===== src/rtl/sequenciador_programa.sv =====
// Instruction-fetch sequencer: drives the ROM address, latches the ROM word and issues it with a 1-cycle valid strobe.
// Optional breakpoint ports (i_bp_en, i_bp_addr) are enabled by defining SEQ_BREAKPOINT_EN.
module sequenciador_programa #(
    parameter int CLK_HZ  = 50_000_000,
    parameter int TICK_HZ = 1,
    parameter int ADDR_W  = 4,
    parameter int DEB_CYC = 1_000_000
) (
    input  logic              i_clk_50,
    input  logic              i_rst,
    input  logic              i_run,
    input  logic              i_step_btn,
    input  logic [17:0]       i_rom_data,
`ifdef SEQ_BREAKPOINT_EN
    input  logic              i_bp_en,
    input  logic [ADDR_W-1:0] i_bp_addr,
`endif
    output logic [ADDR_W-1:0] o_rom_addr,
    output logic [17:0]       o_instr,
    output logic              o_instr_valid,
    output logic              o_halted,
    output logic              o_pc_wrap
);

    // state  | meaning
    // S_IDLE | stopped; a debounced step issues one instruction
    // S_RUN  | one issue per divider tick
    // S_HALT | halt word fetched; waits for run to drop
    typedef enum logic [1:0] {S_IDLE, S_RUN, S_HALT} state_t;

    localparam int DIV_TC = CLK_HZ / TICK_HZ - 1;
    localparam int DIV_W  = (DIV_TC > 0) ? $clog2(DIV_TC + 1) : 1;
    localparam int DEB_TC = (DEB_CYC > 1) ? DEB_CYC - 1 : 0;
    localparam int DEB_W  = (DEB_TC > 0) ? $clog2(DEB_TC + 1) : 1;
    localparam logic [DIV_W-1:0]  DIV_TC_V  = DIV_W'(DIV_TC);
    localparam logic [DEB_W-1:0]  DEB_TC_V  = DEB_W'(DEB_TC);
    localparam logic [17:0]       HALT_WORD = 18'h3FFFF;
    localparam logic [ADDR_W-1:0] PC_MAX    = '1;

    state_t             r_state;
    state_t             w_state_nx;
    logic               r_run_meta, r_run_s;
    logic               r_step_meta, r_step_s;
    logic               r_step_db;
    logic [DEB_W-1:0]   r_deb_cnt;
    logic [DIV_W-1:0]   r_div;
    logic [ADDR_W-1:0]  r_pc;
    logic [17:0]        r_instr;
    logic               r_instr_valid;
    logic               r_pc_wrap;

    logic               w_step_diff;
    logic               w_deb_tc;
    logic               w_step_p;
    logic               w_tick;
    logic               w_halt_word;
    logic               w_bp_hit;
    logic               w_issue;
    logic               w_pc_clr;

    always_ff @(posedge i_clk_50 or posedge i_rst) begin
        if (i_rst) begin
            r_run_meta  <= 1'b0;
            r_run_s     <= 1'b0;
            r_step_meta <= 1'b0;
            r_step_s    <= 1'b0;
        end else begin
            r_run_meta  <= i_run;
            r_run_s     <= r_run_meta;
            r_step_meta <= i_step_btn;
            r_step_s    <= r_step_meta;
        end
    end

    // The counter tracks consecutive samples that disagree with the accepted level.
    assign w_step_diff = (r_step_s != r_step_db);
    assign w_deb_tc    = (r_deb_cnt == DEB_TC_V);
    assign w_step_p    = w_step_diff && w_deb_tc && r_step_s;

    always_ff @(posedge i_clk_50 or posedge i_rst) begin
        if (i_rst) begin
            r_deb_cnt <= '0;
            r_step_db <= 1'b0;
        end else if (!w_step_diff) begin
            r_deb_cnt <= '0;
        end else if (w_deb_tc) begin
            r_deb_cnt <= '0;
            r_step_db <= r_step_s;
        end else begin
            r_deb_cnt <= r_deb_cnt + 1'b1;
        end
    end

    assign w_tick = (r_state == S_RUN) && (r_div == DIV_TC_V);

    always_ff @(posedge i_clk_50 or posedge i_rst) begin
        if (i_rst) begin
            r_div <= '0;
        end else if ((r_state != S_RUN) || w_tick) begin
            r_div <= '0;
        end else begin
            r_div <= r_div + 1'b1;
        end
    end

    assign w_halt_word = (i_rom_data == HALT_WORD);

`ifdef SEQ_BREAKPOINT_EN
    assign w_bp_hit = i_bp_en && (r_pc == i_bp_addr);
`else
    assign w_bp_hit = 1'b0;
`endif

    always_ff @(posedge i_clk_50 or posedge i_rst) begin
        if (i_rst) begin
            r_state <= S_IDLE;
        end else begin
            r_state <= w_state_nx;
        end
    end

    always_comb begin
        w_state_nx = r_state;
        case (r_state)
            S_IDLE: begin
                if (w_step_p && w_halt_word) begin
                    w_state_nx = S_HALT;
                end else if (r_run_s) begin
                    w_state_nx = S_RUN;
                end
            end
            S_RUN: begin
                // Stop beats a coincident tick; breakpoint beats the halt word.
                if (!r_run_s) begin
                    w_state_nx = S_IDLE;
                end else if (w_tick && w_bp_hit) begin
                    w_state_nx = S_IDLE;
                end else if (w_tick && w_halt_word) begin
                    w_state_nx = S_HALT;
                end
            end
            S_HALT: begin
                if (!r_run_s) begin
                    w_state_nx = S_IDLE;
                end
            end
            default: w_state_nx = S_IDLE;
        endcase
    end

    always_comb begin
        w_issue  = 1'b0;
        w_pc_clr = 1'b0;
        case (r_state)
            S_IDLE:  w_issue  = w_step_p && !w_halt_word;
            S_RUN:   w_issue  = r_run_s && w_tick && !w_bp_hit && !w_halt_word;
            S_HALT:  w_pc_clr = !r_run_s;
            default: w_issue  = 1'b0;
        endcase
        o_halted = (r_state == S_HALT);
    end

    always_ff @(posedge i_clk_50 or posedge i_rst) begin
        if (i_rst) begin
            r_pc          <= '0;
            r_instr       <= '0;
            r_instr_valid <= 1'b0;
            r_pc_wrap     <= 1'b0;
        end else begin
            r_instr_valid <= w_issue;
            r_pc_wrap     <= w_issue && (r_pc == PC_MAX);
            if (w_issue) begin
                r_instr <= i_rom_data;
                r_pc    <= r_pc + 1'b1;
            end else if (w_pc_clr) begin
                r_pc <= '0;
            end
        end
    end

    assign o_rom_addr    = r_pc;
    assign o_instr       = r_instr;
    assign o_instr_valid = r_instr_valid;
    assign o_pc_wrap     = r_pc_wrap;

endmodule

===== config.mk =====
export PLATFORM = sky130hd
export DESIGN_NAME = sequenciador_programa
export DESIGN_NICKNAME = d
export VERILOG_FILES = /design/src/rtl/sequenciador_programa.sv
export SDC_FILE = /design/constraint.sdc
export NUM_CORES = 1
export LEC_CHECK = 0
export CELL_PAD_IN_SITES_DETAIL_PLACEMENT = 0
export CELL_PAD_IN_SITES_GLOBAL_PLACEMENT = 2
export CORE_ASPECT_RATIO = 1.1
export CORE_UTILIZATION = 32
export DETAILED_ROUTE_END_ITERATION = 6
export HOLD_SLACK_MARGIN = 0.12
export PLACE_DENSITY_LB_ADDON = 0.25
export SKIP_LAST_GASP = 1
export SLEW_MARGIN = 10
export SYNTH_ARGS = -nofsm -noshare
export SYNTH_HDL_FRONTEND = slang
export SYNTH_SLANG_ARGS = --single-unit

===== constraint.sdc =====
create_clock -name i_clk_50 -period 3.8 [get_ports i_clk_50]
set_input_delay 0.95 -clock i_clk_50 [delete_from_list [all_inputs] [get_ports i_clk_50]]
set_output_delay 0.95 -clock i_clk_50 [all_outputs]
set_load 0.05 [all_outputs]

==> impl_metrics.csv, run 1 <==
group,metric,value,unit
run_status,outcome,"finished clean",
yosys,ys_warn_count,0,
final_layout,fill_cells,1090,
worst_hold_path,min_path_type,"flop to flop",
sta,finalHoldViolCount,0,
global_routing,grt.total_usage,0.1540,
global_routing,grt_overflow_total,0,
final_layout,layout_common_cells,"77 x dfrtp_1, 49 x nor2_1, 46 x clkdlybuf4s50_1",
routing,via_per_inst,4.784,
global_routing,antenna_found_initial,0,
yosys,netlist_area,3645,um^2
yosys,ys_types,39,
worst_setup_path,critPathLaunch,"r_state[1]",
worst_setup_path,cp_data_arrival_time,1.91,ns
worst_setup_path,path_class,"flop to output pin",
placed_design,place_area,4284,um^2
yosys,seq_area_frac_synth,0.5287,
routing,totalWireLength,8.094,mm
yosys,yosysTopAreaCell,"dfrtp_1",
yosys,syn_area_per_cell,10.82,um^2
cts,clockBufferDepth,2,
routing,vias,2593,
sta,relSlewSlack,0.4969,
cts,cts_buffers,9,
worst_setup_path,start_kind,"flop",
final_layout,area_growth,25.58,%
cts,cts_tree,"done",
worst_hold_path,hp-start,"r_run_meta",
sta,finalSetupViolCount,0,
cts,cts_root_buffer,"clkbuf_16",
routing,drc_errors,0,
final_layout,finalNetCount,415,
final_layout,final_cells,542,
final_layout,fin_area,4577,um^2
yosys,synth-compound-area-share,0.03055,
cts,clock_latency,0.34,ns
die,core,11010,um^2
global_routing,grt_pass1_vias,2782,
yosys,synth_area_leaders,"dfrtp_1 53%, mux2_4 6.6%, xnor2_1 6.5%",
pwr,power,0.001840,W
routing,ant_nets,0,
yosys,synth_top_flop_cell,"dfrtp_1",
routing,wire_per_inst,14.93,um
final_layout,layout_commonest_cell,"dfrtp_1",
sta,worst_slew_pin_slew,0.7537,ns
cts,cts_resized,0,
die,io_pins,47,
cts,postCtsSetupBuffers,0,
placed_design,dp_hpwl,5.584,mm
placed_design,dp_cells,526,
sta,fin_skew,0.006627,ns
sta,drv_slew,0,
cts,clkTransAtPathRegs,0.06,ns
routing,first_pass_iters,4,
sta,fmax,350.1,MHz
die,die_h,113.9,um
yosys,netlist_instances,337,
yosys,synthAdderAreaFrac,0.01030,
worst_setup_path,timing.rr.start,"r_div[0]",
yosys,synth-xor-area-share,0.09612,
yosys,synth_top_family_by_area,"simple AND/OR/NAND/NOR gates",
yosys,synth-seq-cells,77,
pwr,powerDensity,402.0,nW/um^2
sta,final.period_utilization,0.7518,
pwr,leakage,1.888,nW
global_routing,grt_max_degree,43,
placed_design,portBuffers,46,
die,die_x,103.8,um
placed_design,place_congestion,0.7402,
cts,clock-sinks,77,
die,core.rowCount,40,
final_layout,insertedDiodeCount,0,
worst_setup_path,endpoint_kind,"output pin",
routing,drt_iter0_markers,120,
run,cap_violations,0,
yosys,synthArstFlopShare,1.000,
yosys,synth_top_cell_area_share,0.5287,
sta,period_needed,2.857,ns
die,start_util,0.3310,
sta,whs,0.3562,ns
yosys,synth_nets,362,
sta,setup_tns,0,ns
yosys,synth_edf_count,0,
sta,rsz0062_at_grt,"no",
cts,hold_buffers,0,
die,dieArea,11820,um^2
yosys,synth_mux_area_frac,0.08067,
cts,htree_num_levels,3,
worst_setup_path,cp_max_fo,6,
pwr,ir_worst_vdd,0.2022,mV
worst_setup_path,cp.required,2.85,ns
global_routing,grt_pass1_wl,14.12,mm
final_layout,layout-drive-gt1-share,0.1114,
yosys,yosys.area_share.simple,0.2262,
[critical path, cell delays in order, from the launching register on]
cell,delay [ns]
dfrtp_1,0.43
inv_1,0.12
nor2_1,0.15
clkdlybuf4s50_1,0.86
[metrics by stage]
stage                     setup slack, ns  utilization
after floorplan                    0.8833            -
after global placement             0.6816       0.3891
after detailed placement           0.6153       0.3891
after CTS                          0.9241       0.4157
after global routing               0.8973       0.4157
final                              0.9433       0.4157
[Yosys cell counts (all sizes together) (8+ instances only)]
library cell / n
nand2: 20
nor4: 8
xnor2: 27
nand4: 14
xor2: 13
nor2: 49
inv: 13
dfrtp: 77
nor3: 12
nand3: 15
mux2: 19
[where the power goes]
group	internal, W	switching [W]	total (W)
clock network	0.000511	0.000344	0.000855
registers	0.000838	0.0000123	0.000850
logic	0.0000562	0.0000787	0.000135
total	0.00141	0.000435	0.00184
[flip-flops by register name, summed over array words and instances, names as in the netlist]
name           cells
r_div             26
r_deb_cnt         20
o_instr           18
o_rom_addr         4
r_state            2
o_instr_valid      1
o_pc_wrap          1
r_run_meta         1
r_run_s            1
r_step_db          1
r_step_meta        1
r_step_s           1
[layer usage]
layer | GRT usage | wire, um | vias up
li1 | - | - | 1283
met1 | 0.1906 | 3785 | 1262
met2 | 0.2550 | 3884 | 39
met3 | 0.03086 | 248 | 9
met4 | 0.08286 | 176 | 0
met5 | 0 | 0 | -
[kinds of logic (layout without fill, tap and decap cells)]
kind of cell             count (synthesis)  count (layout)
AO/OA/AOI/OAI                           17              17
XOR/XNOR                                40              40
adder cells (fa/ha/maj)                  3               3
buffers and inverters                   22              80
flip-flops                              77              77
multiplexers                            21              21
AND/OR/NAND/NOR                        157             157
[path summary, 6_finish.rpt]
check                      slack [ns]           end  depth (start not counted)
setup reg to reg                 1.18   o_instr[10]                          7
max in group asynchronous        2.00     r_div[22]                          3
hold / removal                   0.36       r_run_s                          0
setup / recovery                 0.94      o_halted                          3
hold reg to reg                  0.36       r_run_s                          0
min in group asynchronous        1.05  r_deb_cnt[5]                          2
[cell type report]
cell class | instances | area, um^2 | area share
Multi-Input combinational cell | 238 | 1625 | 0.3551
Timing Repair Buffer | 51 | 498.0 | 0.1088
Clock buffer | 11 | 232.7 | 0.05085
Inverter | 13 | 50.05 | 0.01093
Clock inverter | 5 | 60.06 | 0.01312
Sequential cell | 77 | 1927 | 0.4210
Tap cell | 147 | 183.9 | 0.04019
No activity file was read; power rests on OpenSTA's default activity.
==> run 2: changes to the inputs <==
==> constraint.sdc (replaced) <==
create_clock -name i_clk_50 -period 2.7 [get_ports i_clk_50]
set_input_delay 0.675 -clock i_clk_50 [delete_from_list [all_inputs] [get_ports i_clk_50]]
set_output_delay 0.675 -clock i_clk_50 [all_outputs]
set_load 0.05 [all_outputs]
==> impl_metrics.csv, run 2 (synthesized netlist as in run 1, its figures left out) <==
group,metric,value,unit
run_status,outcome,"finished clean",
worst_setup_path,timing.rr.start,"r_deb_cnt[0]",
sta,finalHoldViolCount,0,
pwr,powerDensity,578.8,nW/um^2
cts,cts_root_buffer,"clkbuf_16",
worst_setup_path,endpoint_kind,"flop",
routing,wire_per_inst,14.52,um
sta,setup_tns,0,ns
placed_design,portBuffers,46,
cts,clock_latency,0.34,ns
sta,period_needed,2.545,ns
worst_hold_path,min_path_type,"flop to flop",
global_routing,grt.total_usage,0.1508,
final_layout,layout_commonest_cell,"dfrtp_1",
routing,vias,2652,
pwr,leakage,1.994,nW
worst_setup_path,crit_path_end,"o_instr[5]",
final_layout,insertedDiodeCount,0,
global_routing,grt_pass1_wl,13.86,mm
sta,fin_skew,0.01066,ns
final_layout,largest_reg_flops,26,
routing,first_pass_iters,4,
global_routing,grt_pass1_vias,2708,
routing,totalWireLength,8.013,mm
placed_design,dp_hpwl,5.571,mm
sta,finalSetupViolCount,0,
pwr,ir_worst_vdd,0.2664,mV
worst_setup_path,cp_slowest_cell,"or4_1",
cts,cts_tree,"done",
final_layout,area_growth,29.56,%
die,core,11010,um^2
routing,drc_errors,0,
final_layout,layout_common_cells,"77 x dfrtp_1, 49 x nor2_1, 45 x clkdlybuf4s50_1",
die,die_h,113.9,um
cts,clockBufferDepth,2,
final_layout,top_register,"r_div",
worst_setup_path,regToRegEndpoint,"o_instr[5]",
die,core.rowCount,40,
die,die_x,103.8,um
worst_setup_path,cp_num_cells,7,
placed_design,place_congestion,0.7233,
die,start_util,0.3310,
worst_setup_path,cp_data_arrival_time,2.76,ns
cts,cts_buffers,9,
sta,whs,0.3541,ns
worst_setup_path,rrSetupSlack,0.15,ns
sta,relSlewSlack,0.6368,
cts,clkTransAtPathRegs,0.06,ns
final_layout,finalNetCount,425,
cts,htree_num_levels,3,
run,cap_violations,0,
global_routing,antenna_found_initial,0,
routing,ant_nets,0,
final_layout,layout-drive-gt1-share,0.1383,
routing,via_per_inst,4.804,
worst_setup_path,path_class,"flop to flop",
sta,final.period_utilization,0.9427,
die,dieArea,11820,um^2
worst_setup_path,cp_max_fo,22,
die,io_pins,47,
sta,rsz0062_at_grt,"no",
sta,fmax,392.9,MHz
cts,postCtsSetupBuffers,0,
cts,clock-sinks,77,
routing,drt_iter0_markers,97,
worst_setup_path,start_kind,"flop",
sta,worst_slew_pin_slew,0.5432,ns
sta,drv_slew,0,
worst_setup_path,critPathMaxStageDelay,0.62,ns
worst_setup_path,cp_top_family,"simple AND/OR/NAND/NOR gates",
worst_setup_path,critPathLaunch,"r_deb_cnt[0]",
worst_setup_path,cp.required,2.92,ns
worst_setup_path,critical_path_buf_inv_count,1,
global_routing,grt_max_degree,36,
worst_setup_path,r2r_cells,7,
worst_setup_path,path_cells,"ha_1 -> nand3_1 -> or2_1 -> or4_1 -> a211o_1 -> buf_12 -> mux2_4",
global_routing,grt_overflow_total,0,
==> run 2: cell count changes in the layout (fill, tap and decap cells not counted), moves of 2 or more <==
cell	delta
clkbuf_1	-2
buf_12	+2
clkbuf_8	+2
buf_4	+8
==> run 2: cell type report <==
class / count / area [um^2]
fillers: 1083 / 6289
flip-flops and latches: 77 / 1927
multi-input cells: 238 / 1625
repair buffers: 61 / 600.6
clock buffers: 11 / 252.7
well taps: 147 / 183.9
clock inverters: 5 / 82.58
inverters: 13 / 50.05
==> run 2: metal layers <==
layer | part of all wire | GRT usage | vias up
met3 | 0.022 | 0.03143 | 10
met4 | 0.018 | 0.08476 | 0
met2 | 0.48 | 0.2452 | 29
met1 | 0.48 | 0.1884 | 1308
li1 | - | - | 1305
met5 | 0 | 0 | -
==> run 2: worst min-delay path by stage <==
stage	start	depth (start not counted)	endpoint	slack, ns
final	r_step_meta	0	r_step_s	0.35
after global routing	r_run_meta	0	r_run_s	0.36
after CTS	r_step_meta	0	r_step_s	0.36
after detailed placement	r_step_meta	0	r_step_s	0.34
after global placement	r_run_meta	0	r_run_s	0.34
after floorplan	r_run_meta	0	r_run_s	0.33
==> run 2: repair_timing <==
item,in CTS,in global routing
resized for setup,0,1
hold buffers,0,0
setup endpoints to repair,0,1
endpoints found under the hold margin,0,0
==> run 2: metrics by stage <==
stage | instances | instance area [um^2] | power [W] | worst slack [ns] | util
2_1_floorplan | 337 | 3645 | 0.001322 | 0.05832 | -
3_3_place_gp | 536 | 4384 | 0.001414 | 0.02818 | 0.3982
3_5_place_dp | 536 | 4384 | 0.001416 | -0.04705 | 0.3982
4_1_cts | 552 | 4720 | 0.002777 | 0.04380 | 0.4286
5_1_grt | 552 | 4722 | 0.002845 | 0.02417 | 0.4289
6_report | 552 | 4722 | 0.002733 | 0.1546 | 0.4289
==> run 2: report_power, final <==
part / leakage [nW] / switching [W] / internal, W
Sequential: 0.997 / 0.0000175 / 0.00118
Clock: 0.166 / 0.000480 / 0.000861
Combinational: 0.832 / 0.000111 / 0.0000839
Total: 1.99 / 0.000609 / 0.00212
==> run 3: changes to the inputs <==
--- a/config.mk
+++ b/config.mk
@@ -5,8 +5,6 @@
 export SDC_FILE = /design/constraint.sdc
 export NUM_CORES = 1
 export LEC_CHECK = 0
-export CELL_PAD_IN_SITES_DETAIL_PLACEMENT = 0
-export CELL_PAD_IN_SITES_GLOBAL_PLACEMENT = 2
 export CORE_ASPECT_RATIO = 1.1
 export CORE_UTILIZATION = 32
 export DETAILED_ROUTE_END_ITERATION = 6
==> impl_metrics.csv, run 3 (synthesized netlist as in run 1, its figures left out) <==
group,metric,value,unit
worst_setup_path,critical_path_buf_inv_count,1,
global_routing,antenna_found_initial,0,
global_routing,grt_max_degree,35,
worst_hold_path,hp-start,"r_run_meta",
global_routing,gr-usage-met3,0.03143,
pwr,leakage,1.980,nW
final_layout,final-seq-area,1927,um^2
die,start_util,0.3310,
worst_setup_path,regToRegEndpoint,"o_instr[8]",
die,core.rowCount,40,
routing,via_per_inst,4.805,
routing,first_pass_iters,4,
worst_setup_path,cp_max_fo,22,
worst_hold_path,min_to,"r_run_s",
global_routing,use_met1,0.1744,
die,die_h,113.9,um
sta,whs,0.3610,ns
sta,period_needed,2.505,ns
cts,cts_resized,0,
pwr,p_seq_frac,0.435,
worst_setup_path,cp_slowest_cell,"or4_1",
final_layout,top_register,"r_div",
worst_setup_path,cp_data_arrival_time,2.72,ns
final_layout,layout_commonest_cell,"dfrtp_1",
worst_setup_path,timing.rr.start,"r_deb_cnt[0]",
cts,hold_buffers,0,
pwr,ir_worst_vdd,0.2491,mV
final_layout,area_growth,29.39,%
cts,clkTransAtPathRegs,0.06,ns
final_layout,largest_reg_flops,26,
die,die_x,103.8,um
routing,totalWireLength,7.397,mm
sta,finalSetupViolCount,0,
sta,final.period_utilization,0.9279,
sta,drv_slew,0,
pwr,switchingPower,0.0005850,W
final_layout,layout_common_cells,"77 x dfrtp_1, 49 x nor2_1, 45 x clkdlybuf4s50_1",
worst_hold_path,whs_path_depth,0,
die,io_pins,47,
cts,cts_buffers,9,
worst_setup_path,cp_top_family,"simple AND/OR/NAND/NOR gates",
sta,fmax,399.1,MHz
routing,wire_per_inst,13.47,um
final_layout,finalNetCount,422,
pwr,power,0.002751,W
cts,htree_num_levels,3,
cts,clock_latency,0.33,ns
cts,cts_tree,"done",
placed_design,dp_hpwl,5.248,mm
worst_setup_path,path_cells,"ha_1 -> nand3_1 -> or2_1 -> or4_1 -> a211o_1 -> buf_12 -> mux2_4",
pwr,switching_share,0.2126,
sta,finalHoldViolCount,0,
sta,rsz0062_at_grt,"no",
global_routing,grt.total_usage,0.1379,
routing,drt_iter0_markers,96,
worst_setup_path,path_class,"flop to flop",
routing,drc_errors,0,
sta,setup_tns,0,ns
global_routing,grt_pass1_wl,13.03,mm
cts,clockBufferDepth,2,
worst_setup_path,rrSetupSlack,0.19,ns
cts,postCtsSetupBuffers,0,
global_routing,grt_overflow_total,0,
worst_setup_path,start_kind,"flop",
global_routing,grt.busiest_layer,"met2",
final_layout,layout-drive-gt1-share,0.1294,
routing,ant_nets,0,
final_layout,fill_cells,1076,
final_layout,utilization,0.4283,
final_layout,multi_input_area,1625,um^2
worst_hold_path,min_path_type,"flop to flop",
die,core,11010,um^2
pwr,p_int,0.002166,W
worst_setup_path,cp_num_cells,7,
pwr,comb_power_share,0.070,
global_routing,grtUsageMet2,0.2264,
run_status,outcome,"finished clean",
sta,worst_slew_pin_slew,0.5276,ns
cts,clock-sinks,77,
placed_design,place_congestion,0.7908,
pwr,power.share.clock,0.495,
run,cap_violations,0,
cts,cts_root_buffer,"clkbuf_16",
worst_setup_path,cp.required,2.92,ns
final_layout,final_cells,549,
die,dieArea,11820,um^2
placed_design,dp_cells,533,
worst_setup_path,r2r_cells,7,
sta,relSlewSlack,0.6472,
pwr,powerDensity,583.4,nW/um^2
worst_setup_path,critPathMaxStageDelay,0.61,ns
placed_design,portBuffers,46,
worst_setup_path,endpoint_kind,"flop",
routing,vias,2638,
sta,fin_skew,0.007489,ns
global_routing,grt_pass1_vias,2718,
final_layout,insertedDiodeCount,0,
[run 3: worst max path at each step]
stage,start,to
after floorplan,i_rst,o_instr[0]
after global placement,i_rom_data[8],o_instr[17]
after detailed placement,i_rom_data[8],o_instr[16]
after CTS,r_state[1],o_halted
after global routing,r_deb_cnt[0],o_instr[8]
final,r_deb_cnt[0],o_instr[8]
[run 3: final cells by class]
class | count | share of cell area
sequential | 77 | 0.4086
multi-input combinational | 238 | 0.3447
timing repair buffer | 58 | 0.1252
clock buffer | 10 | 0.04855
tap | 147 | 0.03900
clock inverter | 6 | 0.02361
inverter | 13 | 0.01035
[run 3: metal layers]
layer / vias up / wire, um
li1: 1302 / -
met1: 1282 / 3471
met2: 43 / 3533
met3: 11 / 252
met4: 0 / 140
met5: - / 0
[run 3: power by group through the flow]
stage / Clock, W / Combinational (W) / Sequential (W)
2_1_floorplan: 0 / 0.0000593 / 0.00126
3_3_place_gp: 0 / 0.000196 / 0.00122
3_5_place_dp: 0 / 0.000197 / 0.00122
4_1_cts: 0.00140 / 0.000198 / 0.00120
5_1_grt: 0.00145 / 0.000210 / 0.00120
6_report: 0.00136 / 0.000194 / 0.00120
[run 3: per-stage QoR]
stage	area, um^2	worst slack (ns)
5_1_grt	4716	0.07931
2_1_floorplan	3645	0.05832
3_3_place_gp	4373	0.04253
6_report	4716	0.1946
4_1_cts	4713	0.1131
3_5_place_dp	4373	-0.03170
